[config.mk]
export PLATFORM = sky130hd
export DESIGN_NAME = dipsw_debounce
export DESIGN_NICKNAME = d
export VERILOG_FILES = /design/src/rtl/dipsw_debounce.sv
export SDC_FILE = /design/constraint.sdc
export NUM_CORES = 1
export LEC_CHECK = 0
export ABC_AREA = 0
export BUFFER_PORTS_ARGS = -buffer_cell sky130_fd_sc_hd__buf_4
export CORE_ASPECT_RATIO = 0.5
export CORE_MARGIN = 2
export CORE_UTILIZATION = 60
export CTS_BUF_LIST = sky130_fd_sc_hd__clkbuf_2
export CTS_CLUSTER_SIZE = 14
export DETAILED_ROUTE_END_ITERATION = 12
export PLACE_DENSITY = 0.77
export SLEW_MARGIN = 20
export SYNTH_ARGS = -nofsm -noshare
export SYNTH_HDL_FRONTEND = slang
export SYNTH_SLANG_ARGS = --single-unit
[constraint.sdc]
create_clock -name clk -period 5.6 [get_ports clk]
set_input_delay 1.12 -clock clk [delete_from_list [all_inputs] [get_ports clk]]
set_output_delay 1.12 -clock clk [all_outputs]
set_load 0.02 [all_outputs]
[src/rtl/dipsw_debounce.sv]
// DIP-switch / pushbutton conditioner: 2-FF synchronizer, per-bit
// stability counters, change strobes and a sticky settled flag.
module dipsw_debounce #(
    parameter int              WIDTH       = 4,
    parameter int              CLK_FREQ    = 12000000,
    parameter int              DEBOUNCE_US = 10000,
    parameter logic [WIDTH-1:0] RESET_VAL  = '0
) (
    input  logic             clk,
    input  logic             rst,
    input  logic [WIDTH-1:0] sw_raw,
    output logic [WIDTH-1:0] sw_out,
    output logic [WIDTH-1:0] sw_changed,
    output logic             sw_valid
);

    localparam longint DB_CYCLES =
        (64'(CLK_FREQ) * 64'(DEBOUNCE_US)) / 64'd1000000;
    localparam int CW = $clog2(DB_CYCLES + 3);

    localparam logic [CW-1:0] DB_MAX     = CW'(DB_CYCLES - 1);
    localparam logic [CW-1:0] SETTLE_MAX = CW'(DB_CYCLES + 2);

    if (DB_CYCLES < 2) begin : g_bad_db
        $error("dipsw_debounce: DB_CYCLES must be >= 2");
    end

    logic [WIDTH-1:0]         sync1_q, sync2_q;
    logic [WIDTH-1:0]         sw_out_q, sw_out_d;
    logic [WIDTH-1:0]         chg_q, chg_d;
    logic [WIDTH-1:0][CW-1:0] cnt_q, cnt_d;
    logic [CW-1:0]            settle_q, settle_d;
    logic                     valid_q, valid_d;
    logic                     cnt_idle;

    always_comb begin
        sw_out_d = sw_out_q;
        cnt_d    = cnt_q;
        chg_d    = '0;
        for (int i = 0; i < WIDTH; i++) begin
            if (sync2_q[i] == sw_out_q[i]) begin
                cnt_d[i] = '0;
            end else if (cnt_q[i] == DB_MAX) begin
                sw_out_d[i] = sync2_q[i];
                cnt_d[i]    = '0;
                chg_d[i]    = 1'b1;
            end else begin
                cnt_d[i] = cnt_q[i] + CW'(1);
            end
        end
    end

    always_comb begin
        cnt_idle = 1'b1;
        for (int i = 0; i < WIDTH; i++) begin
            if (cnt_q[i] != '0) cnt_idle = 1'b0;
        end
        settle_d = (settle_q == SETTLE_MAX) ? settle_q
                                            : settle_q + CW'(1);
        // Sticky: once settled, later switch activity never clears it.
        valid_d  = valid_q
                 | ((settle_q == SETTLE_MAX)
                    && (sync2_q == sw_out_q)
                    && cnt_idle);
    end

    always_ff @(posedge clk or posedge rst) begin
        if (rst) begin
            sync1_q  <= RESET_VAL;
            sync2_q  <= RESET_VAL;
            sw_out_q <= RESET_VAL;
            chg_q    <= '0;
            cnt_q    <= '0;
            settle_q <= '0;
            valid_q  <= 1'b0;
        end else begin
            sync1_q  <= sw_raw;
            sync2_q  <= sync1_q;
            sw_out_q <= sw_out_d;
            chg_q    <= chg_d;
            cnt_q    <= cnt_d;
            settle_q <= settle_d;
            valid_q  <= valid_d;
        end
    end

    assign sw_out     = sw_out_q;
    assign sw_changed = chg_q;
    assign sw_valid   = valid_q;

endmodule

==> impl_metrics.yaml, run 1 <==
outcome:
  status: "finished, final reports clean"
sta:
  slew_headroom: 0.3954
  hold_viol_final: 0
  holdWs_ns: 0.3813
  slew_violations: 0
  clock.fmax_ghz: 0.4291
  rsz0062_at_grt: "false"
  layout_min_cycle_time_ns: 2.330
  worst_pin_slew_ns: 0.9038
  skew_ns: 0.01766
  fin_tns_setup_ns: 0
  timing.final.crit_share: 0.4161
  finalSetupViolations: 0
placement:
  finalWeightedCongestion: 0.8192
  dpl.hpwl_mm: 6.288
  io_buffers: 14
  placedCellCount: 605
finish:
  nFillCells: 636
  area_growth_pct: 6.363
  drive_gt1_frac: 0.1041
  utilization: 0.6617
  finalNonFillerCells: 621
  antenna_cells: 0
  layout.cells.most_common_list: "dfrtp_1 (102), nor2_1 (69), nand2_1 (37), xnor2_1 (32), xor2_1 (30)"
  fin_nets: 520
  layout_commonest_cell: "dfrtp_1"
power:
  p_per_area_mw_per_mm2: 233.3
  ir_drop_mv: 0.1163
  cellLeakagePower_uw: 0.002291
  combPwrFrac: 0.044
  p_sw_uw: 284.9
  clock_power_share: 0.344
  switching_share: 0.2298
  sequentialPowerShare: 0.612
  cellInternalPower_uw: 954.5
cts:
  cts_root_buf: "clkbuf_2"
  clkTransAtPathRegs_ns: 0.26
  clock_sinks: 102
  clock_latency_ns: 0.57
  cts_buffers: 9
  cts_setup_buffers: 0
  ctsResizeCount: 0
  htreeDepth: 3
  clk_path_buf_depth: 2
  tritoncts: "built"
  cts_hold_buf: 0
worst_setup_path:
  r2r_cells: 5
  rr_startpoint: "cnt_q[34]$_DFF_PP0_"
  slowest_delay_ns: 0.47
  critPathKind: "register to output port"
  end_kind: "output port"
  crit_path_top_delay_cell: "dfrtp_1"
  path_buf_inv: 1
  worstPathArrival_ns: 1.21
  endpoint: "sw_out[3]"
  worstReg2RegEnd: "cnt_q[44]$_DFF_PP0_"
  worst-path-max-fanout: 3
  cp_cell_sequence: "buf_4"
  reg2reg_slack_ns: 3.42
  cpLargestDelayFamily: "flip-flops"
  cp-start-kind: "register"
  required_ns: 4.48
  path_depth: 1
  crit_start: "sw_out[3]$_DFFE_PP0P_"
global_routing:
  grt_pass1_wl_mm: 15.40
  grt_usage: 0.2187
  grt_remaining_overflow: 0
  grt_max_degree: 59
  grt_antenna_before_repair: 0
  first_global_vias: 3322
route:
  drc_errors: 0
  viasPerCell: 5.612
  drt-wirelength-per-cell_um: 14.44
  drt_iter0_markers: 237
  wl_mm: 8.969
  first_pass_iters: 4
  ant_nets: 0
  vias: 3485
yosys:
  synth_async_sr_flop_share: 1.000
  postSynthAreaPerCell_um2: 10.17
  synthesis.nets: 507
  ys_seq_elements: 102
  ys_types: 44
  seq_area_frac_synth: 0.5110
  syn-instance-count: 491
  synth_ff_type: "dfrtp_1"
  yosysWarningCount: 0
  synth_edf_count: 0
  netlist_area_mm2: 0.004995
floorplanning:
  die_x_um: 133.0
  die_h_um: 68.52
  rows: 23
  start_util: 0.6221
  core_mm2: 0.008029
  die_area_mm2: 0.009115
  io_pins: 15
min_path:
  hp-class: "register to register"
flow_run:
  maxCapViolations: 0
[synthesized netlist by cell type (2+ instances only)]
cell      instances  area (µm²)
dfrtp_1         102        2552
nor2_1           69       259.0
nand2_1          37       138.9
xnor2_1          32       280.3
xor2_1           30       262.8
nand4_1          27       168.9
nand3_1          25       125.1
inv_1            21       78.83
a21oi_1          17       85.08
or3_1            14       87.58
nor4_1           13       81.33
nor3_1           12       60.06
o21ai_0          12       60.06
ha_1             10       125.1
or4_1             9       67.56
and3_1            6       37.54
and4_1            6       52.55
buf_2             6       30.03
or4_4             5       56.30
o31ai_1           4       30.03
a31o_2            3       26.28
and2_1            3       18.77
and3_2            2       15.01
clkbuf_2          2       10.01
mux2_2            2       22.52
mux2_4            2       30.03
nor4b_1           2       17.52
o41ai_4           2       55.05
[cell type report]
cell class	count	area, µm²	share of cell area
flip-flops and latches	102	2552	0.4805
inverters	21	81.33	0.01531
well taps	112	140.1	0.02638
multi-input cells	355	2268	0.4270
clock inverters	7	112.6	0.02120
clock buffers	9	45.04	0.008479
repair buffers	15	112.6	0.02120
[power groups by stage]
| stage | Clock [µW] | Sequential (µW) | Combinational (µW) |
|---|---|---|---|
| 2_1_floorplan | 0 | 768 | 42.0 |
| 6_report | 426 | 758 | 54.7 |
| 3_3_place_gp | 0 | 770 | 54.7 |
| 3_5_place_dp | 0 | 771 | 55.9 |
| 4_1_cts | 440 | 758 | 55.9 |
| 5_1_grt | 464 | 761 | 63.8 |
[worst min-delay path by stage]
stage / startpoint / to / slack [ns] / cells after the start
after detailed placement: sync1_q[2]$_DFF_PP0_ / sync2_q[2]$_DFF_PP0_ / 0.33 / 0
after global placement: sync1_q[1]$_DFF_PP0_ / sync2_q[1]$_DFF_PP0_ / 0.33 / 0
after global routing: sync1_q[3]$_DFF_PP0_ / sync2_q[3]$_DFF_PP0_ / 0.40 / 0
after floorplan: sync1_q[0]$_DFF_PP0_ / sync2_q[0]$_DFF_PP0_ / 0.33 / 0
after CTS: sync1_q[2]$_DFF_PP0_ / sync2_q[2]$_DFF_PP0_ / 0.38 / 0
final: sync1_q[2]$_DFF_PP0_ / sync2_q[2]$_DFF_PP0_ / 0.38 / 0
[layer usage]
layer	global-route usage	part of all wire	routed length, µm
met2	0.3608	0.45	4060
met4	0.06989	0.0064	57
met3	0.06360	0.033	300
met5	0	0	0
met1	0.2872	0.51	4550
[sequential cells by signal, summed over array words and instances, names as in the netlist]
register	cells
sync1_q	4
sw_changed	4
sw_out	4
sync2_q	4
cnt_q	68
sw_valid	1
settle_q	17
[cell families (layout without fill, tap and decap cells)]
family                     Yosys count  count (layout)  synth area share
buffers and inverters               34              52           0.03482
xor gates and xnor gates            62              62            0.1087
AOI/OAI and AO/OA                   40              40           0.05611
muxes                                5               5           0.01253
and+or+nand+nor                    238             238            0.2518
adders and majority gates           10              10           0.02505
DFF                                102             102            0.5110
[stage by stage]
step           setup slack (ns)  total power (µW)  cell area [µm²]
5_1_grt                   3.168              1289             5313
4_1_cts                   3.204              1254             5313
3_3_place_gp              3.257             824.7             5155
3_5_place_dp              3.243             826.4             5155
2_1_floorplan             1.805             809.7             4995
6_report                  3.270              1239             5313
No activity file was read; power rests on OpenSTA's default activity.
==> inputs of run 2 (changes only) <==
==> constraint.sdc (replaced) <==
create_clock -name clk -period 2.3 [get_ports clk]
set_input_delay 0.46 -clock clk [delete_from_list [all_inputs] [get_ports clk]]
set_output_delay 0.46 -clock clk [all_outputs]
set_load 0.02 [all_outputs]
==> run 2 against run 1 <==
Effect of this change:
- clock skew is 0.0087 ns higher
- register-to-register slack got worse by 3.2 ns
- sequential power increased by 140%
- setup slack got worse by 3.0 ns
- cell count rose by 1.8%
- hold slack got worse by 0.019 ns
- critical path depth up 4
- via count up 2.6%
- highest routed layer unchanged
- clock-buffer cell count rose by 1
- non-clock buffer count grew 11
- die area stayed put
==> impl_metrics.yaml, run 2 (synthesized netlist as in run 1, its figures left out) <==
finish:
  largest_register_ffs: 68
  fin_nets: 531
  top_regs: "cnt_q: 68 flops, settle_q: 17 flops"
  finalNonFillerCells: 632
  nFillCells: 633
  regMostFlops: "cnt_q"
  layout_commonest_cell: "dfrtp_1"
  layout.cells.most_common_list: "dfrtp_1 (102), nor2_1 (69), nand2_1 (37), xnor2_1 (32), xor2_1 (30)"
  area_growth_pct: 8.116
  antenna_cells: 0
  drive_gt1_frac: 0.1154
outcome:
  status: "finished, final reports clean"
global_routing:
  grt_pass1_wl_mm: 15.95
  first_global_vias: 3359
  grt_antenna_before_repair: 0
  grt_usage: 0.2272
  grt_max_degree: 63
  grt_remaining_overflow: 0
floorplanning:
  die_h_um: 68.52
  io_pins: 15
  rows: 23
  core_mm2: 0.008029
  start_util: 0.6221
  die_x_um: 133.0
  die_area_mm2: 0.009115
sta:
  clock.fmax_ghz: 0.4867
  finalSetupViolations: 0
  skew_ns: 0.02639
  timing.final.crit_share: 0.8933
  worst_pin_slew_ns: 0.7286
  fin_tns_setup_ns: 0
  rsz0062_at_grt: "false"
  layout_min_cycle_time_ns: 2.055
  slew_headroom: 0.5074
  slew_violations: 0
  hold_viol_final: 0
worst_setup_path:
  path_buf_inv: 0
  cpLargestDelayFamily: "simple AND/OR/NAND/NOR gates"
  path_depth: 5
  end_kind: "register"
  cp_cell_sequence: "ha_1 -> and2_1 -> nand3_1 -> or4_4 -> mux2_4"
  reg2reg_slack_ns: 0.25
  r2r_cells: 5
  rr_startpoint: "cnt_q[34]$_DFF_PP0_"
  slowest_delay_ns: 0.57
  crit_path_top_delay_cell: "or4_4"
  crit_start: "cnt_q[34]$_DFF_PP0_"
  cp-start-kind: "register"
  worst-path-max-fanout: 6
  endpoint: "sw_out[2]$_DFFE_PP0P_"
  required_ns: 2.82
  critPathKind: "register to register"
  worstPathArrival_ns: 2.58
  worstReg2RegEnd: "sw_out[2]$_DFFE_PP0P_"
route:
  vias: 3577
  wl_mm: 9.568
  ant_nets: 0
  drt_iter0_markers: 273
  drc_errors: 0
  first_pass_iters: 4
  viasPerCell: 5.660
  drt-wirelength-per-cell_um: 15.14
placement:
  io_buffers: 14
  dpl.hpwl_mm: 6.780
  placedCellCount: 611
  finalWeightedCongestion: 0.8830
cts:
  tritoncts: "built"
  clock_latency_ns: 0.59
  htreeDepth: 3
  cts_buffers: 9
  clk_path_buf_depth: 2
  cts_root_buf: "clkbuf_2"
  cts_setup_buffers: 0
  clock_sinks: 102
  clkTransAtPathRegs_ns: 0.28
min_path:
  hp-class: "register to register"
  min_path_cells: 0
power:
  p_per_area_mw_per_mm2: 544.9
  cellLeakagePower_uw: 0.002330
  ir_drop_mv: 0.3045
  total_power_uw: 2942
flow_run:
  maxCapViolations: 0
-- run 2: cell count changes in the layout (fill, tap and decap cells not counted) --
cell | before | now
dlygate4sd3_1 | 0 | 5
buf_12 | 0 | 1
clkinvlp_4 | 2 | 4
clkinv_1 | 2 | 1
clkbuf_2 | 9 | 10
buf_4 | 15 | 20
bufinv_16 | 3 | 2
inv_4 | 1 | 0
-- run 2: area by class of cell --
cell class / instances / area [µm²] / share of cell area
multi-input cells: 355 / 2268 / 0.4201
flip-flops and latches: 102 / 2552 / 0.4727
clock buffers: 10 / 50.05 / 0.009268
repair buffers: 26 / 220.2 / 0.04078
well taps: 112 / 140.1 / 0.02595
clock inverters: 6 / 86.33 / 0.01599
inverters: 21 / 82.58 / 0.01529
-- run 2: layer usage --
layer / track usage / up-vias / wire [µm]
li1: - / 1763 / -
met1: 0.3037 / 1756 / 4747
met2: 0.3828 / 51 / 4435
met3: 0.06067 / 7 / 326
met4: 0.04973 / 0 / 59
met5: 0 / - / 0
-- run 2: power by group --
| group | switching (µW) | internal, µW | total, µW | leakage (µW) |
|---|---|---|---|---|
| Combinational | 95.6 | 57.4 | 153 | 0.000876 |
| Sequential | 25.7 | 1820 | 1850 | 0.00138 |
| Clock | 584 | 358 | 942 | 0.0000718 |
| Total | 706 | 2240 | 2940 | 0.00233 |
-- run 2: worst register-to-register path, stage by stage, from the launching register on --
cell,delay [ns]
dfrtp_1,0.46
ha_1,0.22
and2_1,0.25
nand3_1,0.18
or4_4,0.57
mux2_4,0.31
-- run 2: worst min path at each step --
| stage | from | end |
|---|---|---|
| after floorplan | sync1_q[0]$_DFF_PP0_ | sync2_q[0]$_DFF_PP0_ |
| after global placement | sync1_q[0]$_DFF_PP0_ | sync2_q[0]$_DFF_PP0_ |
| after detailed placement | sync1_q[1]$_DFF_PP0_ | sync2_q[1]$_DFF_PP0_ |
| after CTS | rst | settle_q[5]$_DFFE_PP0N_ |
| after global routing | rst | settle_q[4]$_DFFE_PP0N_ |
| final | sync1_q[2]$_DFF_PP0_ | sync2_q[2]$_DFF_PP0_ |
-- run 2: through the flow --
stage | utilization | setup slack, ns | hold WS (ns) | instance area, µm²
CTS | 0.6726 | 0.2500 | 0.3536 | 5400
floorplan | - | 0.4007 | 0.3312 | 4999
global placement | 0.6494 | 0.3493 | 0.3312 | 5214
finish | 0.6726 | 0.2454 | 0.3618 | 5400
global route | 0.6726 | 0.1127 | 0.3444 | 5400
detailed placement | 0.6494 | 0.2810 | 0.3386 | 5214
-- run 2: repair_timing --
action | 4_1_cts | 5_1_grt
gates resized for setup | 0 | 0
endpoints found under the hold margin | 16 | 0
hold buffers | 5 | 0
==> inputs of run 3 (changes only) <==
--- a/config.mk
+++ b/config.mk
@@ -14,7 +14,7 @@
 export CTS_CLUSTER_SIZE = 14
 export DETAILED_ROUTE_END_ITERATION = 12
 export PLACE_DENSITY = 0.77
-export SLEW_MARGIN = 20
+export SLEW_MARGIN = 40
 export SYNTH_ARGS = -nofsm -noshare
 export SYNTH_HDL_FRONTEND = slang
 export SYNTH_SLANG_ARGS = --single-unit
==> constraint.sdc (replaced) <==
create_clock -name clk -period 2.3 [get_ports clk]
set_input_delay 0.345 -clock clk [delete_from_list [all_inputs] [get_ports clk]]
set_output_delay 0.345 -clock clk [all_outputs]
set_load 0.02 [all_outputs]
==> run 3 against run 2 <==
Effect of this change:
- clock power is 16% lower
- via count down 0.64%
- non-clock buffer count shrank 1
- combinational power barely moved
- core utilization decreased by 0.50 points
- wire length fell by 2.0%
- sequential share of layout area grew 0.35 points
- cell count down 0.16%
- hold slack worse by 0.0028 ns
- setup slack got worse by 0.0088 ns
- global-route usage shrank 0.12 points
==> impl_metrics.yaml, run 3 (synthesized netlist as in run 1, its figures left out) <==
power:
  combPwrFrac: 0.054
  p_sw_uw: 751.5
  ir_drop_mv: 0.3178
  sequentialPowerShare: 0.663
  cellLeakagePower_uw: 0.002312
  cellInternalPower_uw: 2036
  switching_share: 0.2696
  clock_power_share: 0.283
  p_per_area_mw_per_mm2: 520.0
placement:
  io_buffers: 14
  finalWeightedCongestion: 0.8613
  place_area_mm2: 0.005206
  place_ws_ns: 0.2924
  dpl.hpwl_mm: 6.761
route:
  first_pass_iters: 4
  wl_mm: 9.380
  drt-wirelength-per-cell_um: 14.87
  viasPerCell: 5.632
  vias: 3554
  drc_errors: 0
  ant_nets: 0
  drt_iter0_markers: 177
cts:
  cts_setup_buffers: 0
  cts_hold_buf: 5
  cts_buffers: 9
  cts_root_buf: "clkbuf_2"
  tritoncts: "built"
  ctsResizeCount: 0
  clock_sinks: 102
  clkTransAtPathRegs_ns: 0.28
  clock_latency_ns: 0.59
  clk_path_buf_depth: 2
  htreeDepth: 3
outcome:
  status: "finished, final reports clean"
worst_setup_path:
  worstPathArrival_ns: 2.58
  cp_cell_sequence: "ha_1 -> and2_1 -> nand3_1 -> or4_4 -> mux2_4"
  path_buf_inv: 0
  cp-start-kind: "register"
  cpLargestDelayFamily: "simple AND/OR/NAND/NOR gates"
  crit_path_top_delay_cell: "or4_4"
  required_ns: 2.82
  critPathKind: "register to register"
  slowest_delay_ns: 0.58
  end_kind: "register"
  worst-path-max-fanout: 6
sta:
  slew_violations: 0
  rsz0062_at_grt: "false"
  hold_viol_final: 0
  slew_headroom: 0.5382
  fin_tns_setup_ns: 0
  setup_ws_ns: 0.2366
  clock.fmax_ghz: 0.4846
  layout_min_cycle_time_ns: 2.063
  worst_pin_slew_ns: 0.6913
  skew_ns: 0.01249
  finalSetupViolations: 0
  timing.final.crit_share: 0.8971
finish:
  utilization: 0.6676
  top_regs: "cnt_q: 68 flops, settle_q: 17 flops"
  fin_nets: 530
  antenna_cells: 0
  area_growth_pct: 7.315
  nFillCells: 612
  layout.cells.most_common_list: "dfrtp_1 (102), nor2_1 (69), nand2_1 (37), xnor2_1 (32), xor2_1 (30)"
  largest_register_ffs: 68
  drive_gt1_frac: 0.1156
  final_area_mm2: 0.005360
  regMostFlops: "cnt_q"
  layout_commonest_cell: "dfrtp_1"
global_routing:
  grt_remaining_overflow: 0
  grt_max_degree: 63
  grt_usage: 0.2259
  grt_pass1_wl_mm: 15.81
  grt_antenna_before_repair: 0
  first_global_vias: 3390
floorplanning:
  start_util: 0.6221
  die_x_um: 133.0
  core_mm2: 0.008029
  rows: 23
  die_h_um: 68.52
  die_area_mm2: 0.009115
  io_pins: 15
min_path:
  hp-class: "input port to asynchronous set/reset pin"
flow_run:
  maxCapViolations: 0
run 3: cell types whose count changed in the layout (fill, tap and decap cells not counted), sizes merged:
cell | before | now
bufinv | 2 | 0
clkinv | 1 | 3
inv | 20 | 22
buf | 21 | 20
clkbuf | 10 | 9
clkinvlp | 4 | 3
run 3: final cells by class:
type | instances | area [µm²] | share of cell area
tap | 112 | 140.1 | 0.02614
clock inverter | 7 | 58.81 | 0.01097
clock buffer | 9 | 45.04 | 0.008403
multi-input combinational | 355 | 2268 | 0.4232
sequential | 102 | 2552 | 0.4762
timing repair buffer | 25 | 212.7 | 0.03968
inverter | 21 | 82.58 | 0.01541
run 3: stage by stage:
stage	instances	hold slack (ns)	total power, µW
final	631	0.3590	2787
after global placement	610	0.3311	2019
after CTS	631	0.3236	2815
after detailed placement	610	0.3347	2024
after global routing	631	0.2948	2913
after floorplan	491	0.3312	1972
run 3: worst min-delay path, delay by kind of cell:
kind	cells	cell delay, ns
buffers and inverters	3	1.12
run 3: layer usage:
metal | global-route usage | routed length [µm]
met3 | 0.05994 | 393
met1 | 0.3044 | 4495
met4 | 0.05645 | 41
met2 | 0.3750 | 4450
met5 | 0 | 0
run 3: path summary, 6_finish.rpt:
| path | to | slack [ns] | depth (start not counted) | from |
|---|---|---|---|---|
| worst max-delay path | sw_out[2]$_DFFE_PP0P_ | 0.24 | 5 | cnt_q[34]$_DFF_PP0_ |
| worst min-delay path | cnt_q[20]$_DFF_PP0_ | 0.36 | 3 | rst |
| worst max register to register | sw_out[2]$_DFFE_PP0P_ | 0.24 | 5 | cnt_q[34]$_DFF_PP0_ |
| worst min register to register | sync2_q[2]$_DFF_PP0_ | 0.39 | 0 | sync1_q[2]$_DFF_PP0_ |
| max in group asynchronous | cnt_q[58]$_DFF_PP0_ | 1.22 | 4 | rst |
| min in group clk | sync2_q[2]$_DFF_PP0_ | 0.39 | 0 | sync1_q[2]$_DFF_PP0_ |
run 3: power groups by stage:
| stage | logic, µW | clock network (µW) | registers (µW) |
|---|---|---|---|
| 3_3_place_gp | 145 | 0 | 1870 |
| 2_1_floorplan | 103 | 0 | 1870 |
| 4_1_cts | 155 | 812 | 1850 |
| 3_5_place_dp | 147 | 0 | 1880 |
| 6_report | 150 | 790 | 1850 |
| 5_1_grt | 173 | 885 | 1850 |
